`config.mk`:
```
export PLATFORM = sky130hd
export DESIGN_NAME = rv32i_mc_sequencer
export DESIGN_NICKNAME = d
export VERILOG_FILES = /design/src/rtl/rv32i_mc_sequencer.sv
export SDC_FILE = /design/constraint.sdc
export NUM_CORES = 1
export LEC_CHECK = 0
export ABC_CLOCK_PERIOD_IN_PS = 5800
export BUFFER_PORTS_ARGS = -buffer_cell sky130_fd_sc_hd__buf_4
export CAP_MARGIN = 15
export CORE_UTILIZATION = 45
export DETAILED_ROUTE_END_ITERATION = 7
export GPL_TIMING_DRIVEN = 0
export PLACE_DENSITY = 0.69
export REMOVE_ABC_BUFFERS = 1
export SETUP_SLACK_MARGIN = 0.05
export SLEW_MARGIN = 40
export SYNTH_ARGS = -nofsm -noshare
export SYNTH_HDL_FRONTEND = slang
export SYNTH_SLANG_ARGS = --single-unit
export TNS_END_PERCENT = 50
```
`constraint.sdc`:
```
create_clock -name clock -period 5.8 [get_ports clock]
set_clock_uncertainty 0.1 [all_clocks]
set_input_delay 0.87 -clock clock [delete_from_list [all_inputs] [get_ports clock]]
set_output_delay 0.87 -clock clock [all_outputs]
set_load 0.005 [all_outputs]
```
`src/rtl/rv32i_mc_sequencer.sv`:
```
// Multi-cycle FETCH/DECODE/EXEC/MEM/WB sequencer for the RV32I core.
// It alone advances architectural state: it gates the IR load, PC write, RF write and memory requests.
module rv32i_mc_sequencer #(
    parameter int MEM_TIMEOUT = 255
) (
    input  logic        clock,
    input  logic        reset,
    input  logic        run,
    input  logic        cu_rdwrite,
    input  logic [1:0]  cu_rdtype,
    input  logic        cu_store,
    input  logic        cu_branch,
    input  logic        cu_PCtype,
    input  logic        branch_taken,
    input  logic        imem_ack,
    input  logic        dmem_ack,
    output logic        imem_req,
    output logic        dmem_req,
    output logic        dmem_we,
    output logic        ir_load,
    output logic        pc_write,
    output logic        pc_sel,
    output logic        rf_write,
    output logic [2:0]  state,
    output logic        halted,
    output logic        bus_err,
    output logic [31:0] instret
);

    typedef enum logic [2:0] {
        S_IDLE   = 3'd0,
        S_FETCH  = 3'd1,
        S_DECODE = 3'd2,
        S_EXEC   = 3'd3,
        S_MEM    = 3'd4,
        S_WB     = 3'd5,
        S_ERR    = 3'd6
    } state_t;

    localparam int CNT_W = (MEM_TIMEOUT > 0) ? $clog2(MEM_TIMEOUT + 1) : 1;
    localparam logic [CNT_W-1:0] CNT_LAST = CNT_W'((MEM_TIMEOUT > 0) ? MEM_TIMEOUT - 1 : 0);

    state_t           cur;
    logic [CNT_W-1:0] wait_cnt;
    logic             timed_out;
    logic             mem_op;
    logic             retire;

    // The wait that would push the counter to MEM_TIMEOUT is the last one allowed.
    assign timed_out = (MEM_TIMEOUT != 0) && (wait_cnt == CNT_LAST);
    assign mem_op    = cu_store | (cu_rdtype == 2'b01);

    always_ff @(posedge clock) begin
        if (reset) begin
            cur      <= S_IDLE;
            wait_cnt <= '0;
            bus_err  <= 1'b0;
            instret  <= '0;
        end else begin
            case (cur)
                S_IDLE: begin
                    if (run) begin
                        cur      <= S_FETCH;
                        wait_cnt <= '0;
                    end
                end
                S_FETCH: begin
                    if (imem_ack) begin
                        cur <= S_DECODE;
                    end else if (timed_out) begin
                        cur     <= S_ERR;
                        bus_err <= 1'b1;
                    end else begin
                        wait_cnt <= wait_cnt + CNT_W'(1);
                    end
                end
                S_DECODE: cur <= S_EXEC;
                S_EXEC: begin
                    if (mem_op) begin
                        cur      <= S_MEM;
                        wait_cnt <= '0;
                    end else begin
                        cur <= S_WB;
                    end
                end
                S_MEM: begin
                    if (dmem_ack) begin
                        cur <= S_WB;
                    end else if (timed_out) begin
                        cur     <= S_ERR;
                        bus_err <= 1'b1;
                    end else begin
                        wait_cnt <= wait_cnt + CNT_W'(1);
                    end
                end
                S_WB: begin
                    instret <= instret + 32'd1;
                    if (run) begin
                        cur      <= S_FETCH;
                        wait_cnt <= '0;
                    end else begin
                        cur <= S_IDLE;
                    end
                end
                S_ERR:   cur <= S_ERR;
                default: cur <= S_IDLE;
            endcase
        end
    end

    // An instruction caught by reset in WB is aborted, so its writes are suppressed too.
    assign retire   = (cur == S_WB) & ~reset;

    assign state    = cur;
    assign halted   = (cur == S_IDLE);
    assign imem_req = (cur == S_FETCH);
    assign ir_load  = imem_req & imem_ack;
    assign dmem_req = (cur == S_MEM);
    assign dmem_we  = dmem_req & cu_store;
    assign pc_write = retire;
    assign pc_sel   = retire & (cu_PCtype | (cu_branch & branch_taken));
    assign rf_write = retire & cu_rdwrite;

endmodule

```
==> results.yml, run 1 <==
placed_design:
  dpl_worst_slack_ps: 3100
  routabilityCongestion: 0.828
  hpwl_mm: 3.64
  io_buffers: 55
clock_tree:
  clk-insertion-delay-late_ps: 300
  cts_buffers: 5
  cts_tree: "done"
  cts_hold_buffers: 0
  post_cts_buffers: 0
  h-tree-depth: 2
  clockBufferDepth: 2
  clk_pin_slew_worst_paths_ps: 80
  cts-resized-gates: 0
  cts.sinks: 44
  root_buffer: "clkbuf_8"
detailed_routing:
  drtAntennaViolNets: 0
  drc: 0
  first_pass_iters: 4
  vias_per_cell: 5.61
  drt-initial-drc-count: 114
  met3_length_um: 196
  avgRoutedWirePerCell_um: 13.2
  met2WireLength_mm: 2.38
  met1_length_mm: 2.57
  routed_wirelength_mm: 5.20
  dr.max_layer_used: "met4"
  vias: 2210
grt:
  grt_start_max_net_pins: 40
  grt_overflow: 0
  antenna_found_initial: 0
  grt_pass1_wl_mm: 8.45
  grt_usage_pct: 20.2
  first_global_vias: 1879
timing:
  fin_crit_ps: 2880
  finalCritPeriodShare_pct: 49.7
  tns_ps: 0
  worst_pin_slew_ps: 709
  hold_violations: 0
  max_slew_margin_pct: 52.6
  fin_ws_ps: 2920
  rsz0062_at_grt: "false"
  drv_slew: 0
  fmax_mhz: 347
  setup_viol: 0
critical_path:
  r2r_setup_slack_ps: 3090
  r2r_start: "state[2]"
  slowest_delay_ps: 640
  crit_path_top_delay_cell: "dfxtp_1"
  worst_ep_required_time_ps: 4830
  start_kind: "register"
  worstPathCellList: "and3b_1, nor2b_1, nor2b_1, buf_4"
  crit_path_max_fanout: 17
  worst_r2r_path_depth: 5
  crit_path_frequent_cell: "nor2b_1"
  r2r_end: "instret[31]"
  crit_type: "register to output pin"
  arrival_ps: 1910
  endpoint_kind: "output pin"
layout:
  syn_to_final_growth_pct: 23.9
  ff_latch_area_um2: 881
  n_antenna_cell: 0
  fill_cells: 457
  drive_above_1_share_pct: 20.2
  final_nets: 341
  multi_input_area_um2: 1320
power:
  p_seq_share_pct: 57.0
  power_mw: 0.538
  max-vdd-ir-drop_mv: 0.151
  p_sw_mw: 0.123
  clock_power_share_pct: 37.1
  power_density_nw_per_um2: 191
  p_leak_nw: 1.04
  pwr-share-comb_pct: 6.0
  swShare_pct: 22.9
  internal-power_mw: 0.414
logic_synthesis:
  syn_area_um2: 2270
  synth.area.top_cells: "dfxtp_1, xnor2_1, nor2_1"
  postSynthCellCount: 275
  yosysTopAreaCell: "dfxtp_1"
  ys_ff_latch: 44
  synth_top_area_share_pct: 38.8
  ys_types: 36
  synth_area_per_cell_um2: 8.25
  yosys_warnings: 0
  yosysSeqAreaShare_pct: 38.8
die:
  ios: 56
  start_util_pct: 47.4
  fp-row-count: 25
  die-width_um: 73
  core_area_um2: 4790
  dieArea_um2: 5330
  die_h_um: 73
status:
  status: "complete, no violations"
worst_hold_path:
  min_to: "wait_cnt[5]"
  hold_depth: 2
  hold_start: "wait_cnt[5]"
  hold_path.class: "register to register"
run:
  drv_cap: 0
==> flip-flops by register name (all words and copies together), names as in the netlist <==
name / cells
instret: 32
state: 3
bus_err: 1
wait_cnt: 8
==> how the worst max path moves through the flow <==
stage                   from           to  slack (ps)  cells past startpoint
finish              state[2]       pc_sel        2920                      4
global route        state[2]       pc_sel        2750                      4
CTS                 state[2]       pc_sel        2920                      4
detailed placement  state[2]  instret[31]        3100                      5
global placement    dmem_ack  wait_cnt[5]        3120                      6
floorplan           state[2]  instret[27]        3410                      5
==> synth_stat cells <==
| cell type | number |
|---|---|
| ha_1 | 3 |
| nand2b_1 | 2 |
| or3_1 | 5 |
| mux2_2 | 1 |
| o31ai_1 | 10 |
| and2b_1 | 1 |
| and3b_1 | 1 |
| clkbuf_1 | 10 |
| nand3_2 | 1 |
| or4_4 | 1 |
| a21o_1 | 3 |
| nor2b_1 | 5 |
| xor2_1 | 8 |
| nor2_1 | 33 |
| a31oi_1 | 2 |
| dfxtp_1 | 44 |
| buf_4 | 1 |
| nand3_1 | 13 |
| nor4_1 | 8 |
| o21a_1 | 1 |
| and4_1 | 6 |
| mux2i_1 | 2 |
| and3_1 | 6 |
| nand2_1 | 18 |
| inv_1 | 6 |
| nor3_1 | 5 |
| nand4_1 | 7 |
| a21oi_1 | 23 |
| o41ai_1 | 2 |
| or4_1 | 12 |
| and2_1 | 5 |
| or4b_2 | 1 |
| o21ai_0 | 12 |
| nand4_4 | 1 |
| xnor2_1 | 15 |
| o32ai_1 | 1 |
==> critical path: cells and delay by family (launching register included) <==
kind | cells | cell delay [ps]
buf+inv | 1 | 110
flops | 1 | 640
simple gates | 3 | 870
==> stage by stage <==
stage | cells | area (µm²) | hold slack, ps | utilization [%]
after detailed placement | 386 | 2720 | 363 | 56.8
final | 394 | 2810 | 375 | 58.7
after CTS | 394 | 2810 | 375 | 58.7
after floorplan | 264 | 2220 | 342 | -
after global routing | 394 | 2810 | 418 | 58.7
after global placement | 386 | 2720 | 354 | 56.8
==> per-layer routing <==
layer	vias to the layer above	track usage, %
met5	-	0
met4	0	7.63
met3	6	3.73
met2	48	31.3
met1	1053	27.9
li1	1103	-
==> placed cells by master, fill, tap and decap left out, types with 7 or more instances in the layout <==
master   Yosys  layout
nor4_1       8       8
nand4_1      7       7
o31ai_1     10      10
dfxtp_1     44      44
or4_1       12      12
a21oi_1     23      23
nand2_1     18      18
xnor2_1     15      15
buf_4        1      55
nor2_1      33      33
o21ai_0     12      12
xor2_1       8       8
nand3_1     13      13
==> cell families after synthesis <==
logic type / count (synthesis) / synth area share (%)
buffers and inverters: 17 / 2.98
AO/OA/AOI/OAI: 54 / 14.1
flip-flops: 44 / 38.8
AND/OR/NAND/NOR: 131 / 32.2
adder cells (fa/ha/maj): 3 / 1.65
XOR/XNOR: 23 / 8.88
multiplexers: 3 / 1.38
==> power by group through the flow <==
stage	logic [mW]	registers, mW	clock network (mW)
floorplan	0.0147	0.313	0
global placement	0.0314	0.314	0
detailed placement	0.0322	0.314	0
CTS	0.0324	0.306	0.205
global route	0.0357	0.307	0.219
finish	0.0320	0.306	0.199
==> layout make-up <==
| class | count | area share (%) |
|---|---|---|
| inverters | 6 | 0.801 |
| clock buffers | 8 | 3.21 |
| well taps | 67 | 2.98 |
| multi-input cells | 214 | 47.0 |
| flip-flops and latches | 44 | 31.3 |
| repair buffers | 55 | 14.7 |
(Power assumes the default switching activity.)
==> inputs of run 2 (changes only) <==
- ABC_CLOCK_PERIOD_IN_PS: 5800 -> 2800
- clock period: 5.8 -> 2.8 ns (I/O delays scaled with it)
==> run 2 against run 1 <==
Net effect:
- clock power up 110%
- via count is 0.68% lower
- cell count unchanged
- sequential power rose by 110%
- wire length fell by 0.44%
- clock-buffer cell count unchanged
- register-to-register slack worse by 2900 ps
- critical path depth grew 1
- total power is 110% higher
- worst hold slack got worse by 57 ps
- utilization increased by 0.16 points
- non-clock buffer count unchanged
==> results.yml, run 2 (synthesis results as in run 1) <==
critical_path:
  worst_r2r_path_depth: 5
  crit_type: "register to register"
  crit_path_top_delay_cell: "or4_4"
  r2r_end: "instret[31]"
  crit_path_max_fanout: 15
  start_kind: "register"
  r2r_setup_slack_ps: 230
  endpoint_kind: "register"
  worstPathCellList: "and3b_1, nand4_4, or4_4, or4_1, a21oi_1"
  arrival_ps: 2700
  slowest_delay_ps: 620
  critical-path-top-delay-family: "simple AND/OR/NAND/NOR gates"
  r2r_start: "state[1]"
  crit_buf_inv: 0
  worst_ep_required_time_ps: 2930
power:
  clock_power_share_pct: 37.1
  internal-power_mw: 0.859
  power_mw: 1.11
  max-vdd-ir-drop_mv: 0.317
  p_sw_mw: 0.256
  power_density_nw_per_um2: 395
  p_seq_share_pct: 57.0
  swShare_pct: 22.9
  pwr-share-comb_pct: 6.0
  p_leak_nw: 1.04
placed_design:
  routabilityCongestion: 0.828
  hpwl_mm: 3.64
  io_buffers: 55
  dpl.cell_count: 386
grt:
  first_global_vias: 1879
  grt_start_max_net_pins: 40
  grt_pass1_wl_mm: 8.45
  antenna_found_initial: 0
  grt.met3_usage_pct: 3.73
  busiest_layer: "met2"
  globalRouteMet2Util_pct: 31.3
  met1_usage_pct: 27.9
  grt_overflow: 0
  grt_usage_pct: 20.2
worst_hold_path:
  hold_path.class: "input pin to register"
  hold_depth: 4
  min_to: "state[0]"
  hold_start: "imem_ack"
clock_tree:
  cts_tree: "done"
  h-tree-depth: 2
  cts_hold_buffers: 0
  cts.sinks: 44
  clk_pin_slew_worst_paths_ps: 80
  cts_buffers: 5
  clockBufferDepth: 2
  clk-insertion-delay-late_ps: 300
  root_buffer: "clkbuf_8"
detailed_routing:
  drt-initial-drc-count: 105
  avgRoutedWirePerCell_um: 13.1
  routed_wirelength_mm: 5.18
  vias_per_cell: 5.57
  drtAntennaViolNets: 0
  drc: 0
  first_pass_iters: 4
  vias: 2195
die:
  die-width_um: 73
  ios: 56
  die_h_um: 73
  core_area_um2: 4790
  fp-row-count: 25
  start_util_pct: 47.4
  dieArea_um2: 5330
timing:
  max_slew_margin_pct: 53.0
  finalCritPeriodShare_pct: 91.8
  hold_violations: 0
  fin_crit_ps: 2570
  hold_ws_ps: 319
  worst_pin_slew_ps: 703
  drv_slew: 0
  rsz0062_at_grt: "false"
  tns_ps: 0
  setup_viol: 0
  fmax_mhz: 389
status:
  status: "complete, no violations"
layout:
  postLayoutCoreUtil_pct: 58.9
  fin_cells: 394
  final_nets: 341
  largest_reg_flops: 32
  final_common_cell: "buf_4"
  fill_cells: 457
  drive_above_1_share_pct: 21.1
  layout_common_cells: "buf_4, dfxtp_1, nor2_1"
  syn_to_final_growth_pct: 24.2
  n_antenna_cell: 0
  regMostFlops: "instret"
run:
  drv_cap: 0
## run 2: cell counts in the layout (fill, tap and decap cells not counted)
Identical to the previous run, type by type.
## run 2: power by group through the flow
stage                     combinational, mW  sequential, mW  clock, mW
after floorplan                      0.0305           0.648          0
after global placement               0.0650           0.649          0
after detailed placement             0.0668           0.650          0
after CTS                            0.0670           0.635      0.424
after global routing                 0.0738           0.636      0.454
final                                0.0663           0.635      0.413
## run 2: stage by stage
stage / setup slack [ps] / cell area [µm²]
6_report: 229 / 2820
4_1_cts: 92.4 / 2810
3_3_place_gp: 144 / 2720
5_1_grt: 107 / 2820
2_1_floorplan: 407 / 2220
3_5_place_dp: 96.9 / 2720
## run 2: final cells by class
cell class	count	area [µm²]	area share, %
Multi-Input combinational cell	214	1330	47.0
Sequential cell	44	883	31.3
Clock buffer	8	90.1	3.20
Timing Repair Buffer	55	413	14.7
Tap cell	67	83.8	2.98
Inverter	6	22.5	0.799
## run 2: worst max path at each step
stage          startpoint           to  slack (ps)  depth (start not counted)
4_1_cts          state[2]  instret[31]          90                          5
3_5_place_dp     state[2]  instret[31]         100                          5
6_report         state[1]  instret[31]         230                          5
2_1_floorplan    state[2]  instret[31]         410                          5
3_3_place_gp     state[2]  instret[31]         140                          5
5_1_grt          state[1]  instret[27]         110                          5
## run 2: metal layers
layer / up-vias / share of wire (%)
met4: 0 / 0.95
li1: 1105 / -
met2: 46 / 46
met3: 5 / 3.8
met1: 1039 / 49
met5: - / 0
## run 2: what timing repair did
item	4_1_cts	5_1_grt
setup endpoints to repair	0	5
endpoints found under the hold margin	0	0
resized for setup	0	3
buffers inserted	0	0
## run 2: worst reg2reg max path, stage by stage (launching register included)
cell	delay [ps]
dfxtp_1	460
and3b_1	530
nand4_4	230
or4_4	620
or4_1	410
a21oi_1	150
==> inputs of run 3 (changes only) <==
- BUFFER_PORTS_ARGS: -buffer_cell sky130_fd_sc_hd__buf_4 -> default
- DONT_BUFFER_PORTS: default -> 1
- PLACE_DENSITY: 0.69 -> default
==> run 3 against run 2 <==
Net effect:
- combinational power down 45%
- worst hold slack got worse by 230 ps
- sequential cell count unchanged
- final area shrank 15%
- clock power about the same
- clock-buffer cell count stayed put
- sequential power about the same
- register-to-register slack about the same
- die area is the same
- largest power group unchanged
==> results.yml, run 3 (synthesis results as in run 1) <==
timing:
  tns_ps: 0
  setup_viol: 0
  fin_crit_ps: 2580
  hold_violations: 0
  finalCritPeriodShare_pct: 92.1
  hold_ws_ps: 84.7
  worst_pin_slew_ps: 698
  rsz0062_at_grt: "false"
  drv_slew: 0
  fmax_mhz: 388
  fin_ws_ps: 222
  max_slew_margin_pct: 53.3
layout:
  postLayoutCoreUtil_pct: 50.2
  drive_above_1_share_pct: 5.15
  n_antenna_cell: 0
  syn_to_final_growth_pct: 6.01
  largest_reg_flops: 32
  layout_common_cells: "dfxtp_1, nor2_1, a21oi_1"
  final_nets: 286
  final_common_cell: "dfxtp_1"
  regMostFlops: "instret"
critical_path:
  crit_path_max_fanout: 15
  start_kind: "register"
  crit_type: "register to register"
  r2r_end: "instret[31]"
  worst_r2r_path_depth: 5
  r2r_setup_slack_ps: 220
  critical-path-top-delay-family: "simple AND/OR/NAND/NOR gates"
  path_depth: 5
  r2r_start: "state[1]"
  cp-startpoint: "state[1]"
  slowest_delay_ps: 630
  arrival_ps: 2710
  endpoint_kind: "register"
  crit_buf_inv: 0
  endpoint: "instret[31]"
  crit_path_top_delay_cell: "or4_4"
  worstPathCellList: "and3b_1, nand4_4, or4_4, or4_1, a21oi_1"
  worst_ep_required_time_ps: 2930
placed_design:
  dpl_worst_slack_ps: 107
  routabilityCongestion: 0.819
  io_buffers: 0
  hpwl_mm: 3.23
clock_tree:
  cts.sinks: 44
  clockBufferDepth: 2
  root_buffer: "clkbuf_8"
  h-tree-depth: 2
  cts_tree: "done"
  clk_pin_slew_worst_paths_ps: 80
  post_cts_buffers: 0
  cts_buffers: 5
  clk-insertion-delay-late_ps: 290
status:
  status: "complete, no violations"
grt:
  met1_usage_pct: 25.5
  grt_usage_pct: 18.2
  busiest_layer: "met2"
  grt.met3_usage_pct: 6.22
  antenna_found_initial: 0
  grt_overflow: 0
  grt_start_max_net_pins: 40
  globalRouteMet2Util_pct: 25.7
  first_global_vias: 1630
  grt_pass1_wl_mm: 7.61
power:
  power_mw: 1.08
  power_density_nw_per_um2: 450
  max-vdd-ir-drop_mv: 0.349
  p_leak_nw: 0.751
detailed_routing:
  vias_per_cell: 5.71
  vias: 1936
  drc: 0
  drt-initial-drc-count: 163
  routed_wirelength_mm: 4.78
  avgRoutedWirePerCell_um: 14.1
  drtAntennaViolNets: 0
  first_pass_iters: 4
die:
  ios: 56
  dieArea_um2: 5330
  die_h_um: 73
  core_area_um2: 4790
  die-width_um: 73
  fp-row-count: 25
  start_util_pct: 47.4
worst_hold_path:
  hold_depth: 1
  hold_path.class: "input pin to register"
run:
  drv_cap: 0
==> run 3: cell count changes in the layout (fill, tap and decap cells not counted) <==
cell,before,now
buf_4,55,0
==> run 3: worst min path at each step <==
stage | from | endpoint | slack, ps
3_3_place_gp | wait_cnt[5] | wait_cnt[5] | 360
4_1_cts | reset | instret[9] | 80
2_1_floorplan | wait_cnt[5] | wait_cnt[5] | 340
5_1_grt | reset | instret[28] | 70
3_5_place_dp | wait_cnt[5] | wait_cnt[5] | 360
6_report | reset | instret[20] | 80
==> run 3: layout make-up <==
type | instances | area (µm²)
clock buffers | 8 | 90.1
fillers | 489 | 2380
inverters | 6 | 22.5
multi-input cells | 214 | 1330
flip-flops and latches | 44 | 883
well taps | 67 | 83.8
==> run 3: power by group <==
group	internal [mW]	switching (mW)
Combinational	0.0149	0.0215
Sequential	0.628	0.00747
Clock	0.202	0.210
Total	0.844	0.239
==> run 3: metal layers <==
layer	up-vias	wire (µm)
li1	995	-
met1	890	2460
met2	46	1990
met3	5	288
met4	0	50
met5	-	0
==> run 3: repair_timing <==
action                                  in CTS  in global routing
resized for setup                            0                  3
hold buffers                                 0                  0
endpoints found under the setup margin       0                  7
==> run 3: metrics by stage <==
stage	area [µm²]	instances
floorplan	2220	264
global placement	2310	331
detailed placement	2310	331
CTS	2400	339
global route	2400	339
finish	2400	339
